File: config.mk
export PLATFORM = sky130hd
export DESIGN_NAME = mem_stage
export DESIGN_NICKNAME = d
export VERILOG_FILES = /design/src/rtl/mem_stage_pkg.sv /design/src/rtl/mem_stage_req_gen.sv /design/src/rtl/mem_stage.sv
export SDC_FILE = /design/constraint.sdc
export NUM_CORES = 1
export LEC_CHECK = 0
export ABC_AREA = 1
export CORE_AREA = 2 2 164 166
export CTS_CLUSTER_DIAMETER = 200
export DETAILED_ROUTE_END_ITERATION = 6
export DIE_AREA = 0 0 166 168
export GPL_ROUTABILITY_DRIVEN = 0
export PLACE_DENSITY_LB_ADDON = 0.15
export SYNTH_ARGS = -nofsm -noshare
export SYNTH_HDL_FRONTEND = slang
export SYNTH_SLANG_ARGS = --single-unit
export TNS_END_PERCENT = 30
File: constraint.sdc
create_clock -name clk -period 1.2 [get_ports clk]
set_input_delay 0.12 -clock clk [delete_from_list [all_inputs] [get_ports clk]]
set_output_delay 0.12 -clock clk [all_outputs]
set_load 0.02 [all_outputs]
File: src/rtl/mem_stage_pkg.sv
// Shared scalar types and pipeline bundles for the memory stage.
// MEM_MISALIGN_CHECK_EN adds the exc field and its encodings.
package common;
    typedef logic [31:0] u32;
    typedef logic [4:0]  u5;
endpackage

package pipes;
    import common::*;

    typedef struct packed {
        logic mem_to_reg;
        logic mem_write;
        logic reg_write;
        logic reg_dst;
        u32   alu_result;
        u32   rt_word;
        u5    rs;
        u5    rt;
        u5    rd;
        u32   pc;
        u32   pc_plus_4;
        u32   instruction;
    } e_m_reg_t;

    typedef struct packed {
        logic       valid;
        logic       reg_write;
        u5          write_reg;
        u32         result;
        u32         pc;
        u32         instruction;
`ifdef MEM_MISALIGN_CHECK_EN
        logic [1:0] exc;
`endif
    } m_w_reg_t;

    typedef enum logic {
        IDLE = 1'b0,
        MEM  = 1'b1
    } mem_state_t;

`ifdef MEM_MISALIGN_CHECK_EN
    localparam logic [1:0] EXC_NONE      = 2'b00;
    localparam logic [1:0] EXC_LOAD_MIS  = 2'b01;
    localparam logic [1:0] EXC_STORE_MIS = 2'b10;
`endif

    function automatic u5 wreg_sel(input e_m_reg_t op);
        return op.reg_dst ? op.rd : op.rt;
    endfunction
endpackage

File: src/rtl/mem_stage_req_gen.sv
// Combinational data-bus request generator for the memory stage.
// Without MEM_MISALIGN_CHECK_EN the word address is forced aligned.
module mem_req_gen
    import common::*;
#(
    parameter logic [3:0] STORE_STRB = 4'b1111
) (
    input  logic       i_busy,
    input  logic       i_mem_write,
    input  u32         i_addr,
    input  u32         i_data,
    output logic       o_valid,
    output u32         o_addr,
    output logic [3:0] o_strobe,
    output u32         o_data
);
    always_comb begin
        o_valid  = i_busy;
        o_addr   = '0;
        o_strobe = '0;
        o_data   = '0;
        if (i_busy) begin
`ifdef MEM_MISALIGN_CHECK_EN
            o_addr = i_addr;
`else
            o_addr = {i_addr[31:2], 2'b00};
`endif
            if (i_mem_write) begin
                o_strobe = STORE_STRB;
                o_data   = i_data;
            end
        end
    end
endmodule

File: src/rtl/mem_stage.sv
// MIPS memory stage: single-outstanding word loads/stores.
// MEM_MISALIGN_CHECK_EN traps misaligned accesses at accept.
module mem_stage
    import common::*;
    import pipes::*;
#(
    parameter logic [3:0] STORE_STRB = 4'b1111
) (
    input  logic       clk,
    input  logic       reset_n,
    input  logic       e_m_valid,
    input  e_m_reg_t   e_m_reg,
    output logic       e_m_ready,
    output logic       dreq_valid,
    output u32         dreq_addr,
    output logic [3:0] dreq_strobe,
    output u32         dreq_data,
    input  logic       dresp_data_ok,
    input  u32         dresp_data,
    output m_w_reg_t   m_w_reg
);
    mem_state_t r_state;
    mem_state_t w_next;
    e_m_reg_t   r_held;
    m_w_reg_t   r_mw;
    m_w_reg_t   w_mw;
    logic       w_accept;
    logic       w_is_mem;
    logic       w_mis;
    logic       w_load;
    logic       w_unused;

    assign w_unused = ^{e_m_reg.rs, e_m_reg.pc_plus_4,
                        r_held.rs, r_held.pc_plus_4};

    assign e_m_ready = (r_state == IDLE);
    assign w_accept  = e_m_valid & e_m_ready;
    assign w_is_mem  = e_m_reg.mem_to_reg | e_m_reg.mem_write;
`ifdef MEM_MISALIGN_CHECK_EN
    assign w_mis = w_is_mem & (|e_m_reg.alu_result[1:0]);
`else
    assign w_mis = 1'b0;
`endif

    always_ff @(posedge clk or negedge reset_n) begin
        if (!reset_n) begin
            r_state <= IDLE;
            r_held  <= '0;
            r_mw    <= '0;
        end else begin
            r_state <= w_next;
            r_mw    <= w_mw;
            if (w_load)
                r_held <= e_m_reg;
        end
    end

    always_comb begin
        w_next = r_state;
        w_mw   = '0;
        w_load = 1'b0;
        unique case (r_state)
            IDLE: begin
                if (w_accept) begin
                    w_mw.pc          = e_m_reg.pc;
                    w_mw.instruction = e_m_reg.instruction;
                    w_mw.write_reg   = wreg_sel(e_m_reg);
                    w_mw.result      = e_m_reg.alu_result;
                    if (w_is_mem && !w_mis) begin
                        w_mw   = '0;
                        w_load = 1'b1;
                        w_next = MEM;
                    end else if (w_is_mem) begin
`ifdef MEM_MISALIGN_CHECK_EN
                        w_mw.valid = 1'b1;
                        w_mw.exc   = e_m_reg.mem_write ?
                                     EXC_STORE_MIS : EXC_LOAD_MIS;
`endif
                    end else begin
                        w_mw.valid     = 1'b1;
                        w_mw.reg_write = e_m_reg.reg_write;
                    end
                end
            end
            MEM: begin
                if (dresp_data_ok) begin
                    w_mw.valid       = 1'b1;
                    w_mw.reg_write   = r_held.reg_write &
                                       ~r_held.mem_write;
                    w_mw.write_reg   = wreg_sel(r_held);
                    w_mw.result      = r_held.mem_to_reg ?
                                       dresp_data : r_held.alu_result;
                    w_mw.pc          = r_held.pc;
                    w_mw.instruction = r_held.instruction;
                    w_next           = IDLE;
                end
            end
            default: w_next = IDLE;
        endcase
    end

    assign m_w_reg = r_mw;

    mem_req_gen #(
        .STORE_STRB (STORE_STRB)
    ) u_req (
        .i_busy      (r_state == MEM),
        .i_mem_write (r_held.mem_write),
        .i_addr      (r_held.alu_result),
        .i_data      (r_held.rt_word),
        .o_valid     (dreq_valid),
        .o_addr      (dreq_addr),
        .o_strobe    (dreq_strobe),
        .o_data      (dreq_data)
    );
endmodule

==> flow_metrics.tcl <==
set metrics [dict create \
    core_area_um2 26350 \
    grt_use_total_pct 22.42 \
    yosys.area.top_type "dfrtp_1" \
    fp.dieW_um 166 \
    vias 9813 \
    grt_max_degree 49 \
    via_per_inst 4.646 \
    critPathMaxFanout 16 \
    drt_first_pass_iters 6 \
    htree_levels 1 \
    reg2reg_slack_ns -0.37 \
    cp_data_arrival_time_ns 1.53 \
    holdWs_ns 0.1181 \
    cpMostUsedCell "buf_4" \
    clock_latency_ns 0.52 \
    finClkSkew_ns 0.01082 \
    synth_cells 1360 \
    synth_area_um2 10570 \
    cellPowerDensity_nw_per_um2 1603 \
    clock.fmax_mhz 605.9 \
    grt_pass1_vias 9456 \
    pin_count 388 \
    final_common_cell "nand2_1" \
    clockRootBuffer "clkbuf_16" \
    dp_hpwl_um 21410 \
    crit_end "dreq_addr[12]" \
    ys_seq_area_share_pct 58.26 \
    slowest_stage "dfrtp_2" \
    num_rows 60 \
    worst_hold_path_type "primary input to asynchronous set/reset pin" \
    ys_warn_count 0 \
    path_clk_slew_ns 0.06 \
    largest_reg_flops 142 \
    fin_area_um2 15950 \
    dieArea_um2 27890 \
    synth_top_area_share_pct 58.26 \
    crit_chain "buf_4 > buf_12 > nand2_1 > inv_1 > buf_4" \
    port_buffers 348 \
    synth.area.top_cells "dfrtp_1, nand2_1, inv_1, nand3_1, buf_2" \
    drt_iter0_markers 777 \
    layout_common_cells "nand2_1, dfrtp_1, clkdlybuf4s50_1" \
    fillers 2316 \
    failed_checks "negative setup slack" \
    area_growth_pct 50.91 \
    numClockSinks 246 \
    start_kind "register" \
    drv_slew 0 \
    r2r_cells 8 \
    numCtsBuffers 26 \
    critPathRequiredTime_ns 1.08 \
    clockBufferDepth 3 \
    drv_cap 0 \
    final_layout_size_suffix_gt1_share_pct 18.93 \
    final-setup-viol-count 315 \
    fin_crit_sh_pct 137.5 \
    hold_viol_final 0 \
    cts_tree "done" \
    die_h_um 168 \
    max_stage_delay_ns 0.43 \
    antenna_left 0 \
    fin_crit_ns 1.650 \
    fin_setup_tns_ns -95.10 \
    worstSetupPathType "register to output pin" \
    post-route-drc-count 0 \
    wire_per_inst_um 15.53 \
    synthDistinctLibCells 17 \
    initial_core_util_pct 40.10 \
    r2r_start "r_state" \
    outcome "complete, but fails checks" \
    place_ws_ns -0.3591 \
    placed_area_um2 14950 \
    grt.overflow.total 0 \
    rsz0062_at_grt "true" \
    reg2reg_to "r_held[78]" \
    wirelength_um 32790 \
    grt_pass1_wl_um 50600 \
    startpoint "r_state" \
    cp-end-kind "output pin" \
    synth.avg_cell_area_um2 7.769 \
    fin_nets 1968 \
    ys_ff_latch 246 \
    setup_slack_ns -0.4504 \
    ir_worst_vdd_v 0.0009913 \
    p_leak_nw 9.031 \
    antenna_found_initial 2 \
]
what timing repair did:
item / 4_1_cts / 5_1_grt
pin swaps: 1 / 15
buffers inserted: 1 / 3
gates resized for setup: 640 / 145
gates cloned: 1 / 9
hold buffers: 1 / 0
endpoints found under the hold margin: 246 / 0
endpoints found under the setup margin: 416 / 387
worst min-delay path by stage:
| stage | cells past startpoint | from | end | slack [ns] |
|---|---|---|---|---|
| 3_3_place_gp | 1 | reset_n | r_held[122] | 0.07 |
| 2_1_floorplan | 0 | reset_n | m_w_reg[0] | -0.18 |
| 6_report | 2 | reset_n | r_held[122] | 0.12 |
| 5_1_grt | 3 | e_m_reg[117] | r_held[117] | 0.13 |
| 4_1_cts | 2 | reset_n | r_held[122] | 0.11 |
| 3_5_place_dp | 1 | reset_n | r_held[122] | 0.07 |
cell usage after synthesis, drive strengths merged:
master,count
dfrtp,246
o21ai,2
nand3,69
inv,145
conb,1
nand2,787
clkbuf,24
buf,49
nor2,37
cell families after synthesis:
kind of cell	count (synthesis)	share of synthesized area, %
flops	246	58.26
other cells	1	0.03549
simple gates	893	32.78
buf+inv	218	8.834
compound gates	2	0.09464
critical path, delay by kind of cell (launching register included):
family	cells	cell delay, ns
and+or+nand+nor	1	0.06
buffers and inverters	4	0.51
DFF	1	0.43
power by group:
part / total, mW / internal, mW / switching (mW)
logic: 6.68 / 2.95 / 3.73
registers: 10.5 / 9.69 / 0.757
clock network: 8.43 / 5.21 / 3.22
total: 25.6 / 17.9 / 7.70
metrics by stage:
step	cells	power, mW	util [%]
2_1_floorplan	1361	13.67	-
3_3_place_gp	2051	16.98	56.72
3_5_place_dp	2051	17.09	56.72
4_1_cts	2099	25.50	59.12
5_1_grt	2112	26.95	60.51
6_report	2112	25.56	60.51
layer usage:
layer  part of all wire, %  GRT usage [%]  wire [µm]
met3                   7.0          4.114       2295
met5                 0.037              0         12
met4                   2.3          5.709        759
met2                    48          37.60      15610
met1                    43          30.28      14110
layout make-up:
| cell class | count | area (µm²) | area share, % |
|---|---|---|---|
| multi-input combinational | 899 | 3650 | 22.89 |
| antenna | 1 | 2.502 | 0.01569 |
| timing repair buffer | 435 | 4252 | 26.66 |
| sequential | 246 | 6157 | 38.61 |
| inverter | 145 | 551.8 | 3.460 |
| clock inverter | 6 | 105.1 | 0.6591 |
| clock buffer | 39 | 800.8 | 5.022 |
| tap | 341 | 426.7 | 2.676 |
(Power assumes the default switching activity.)
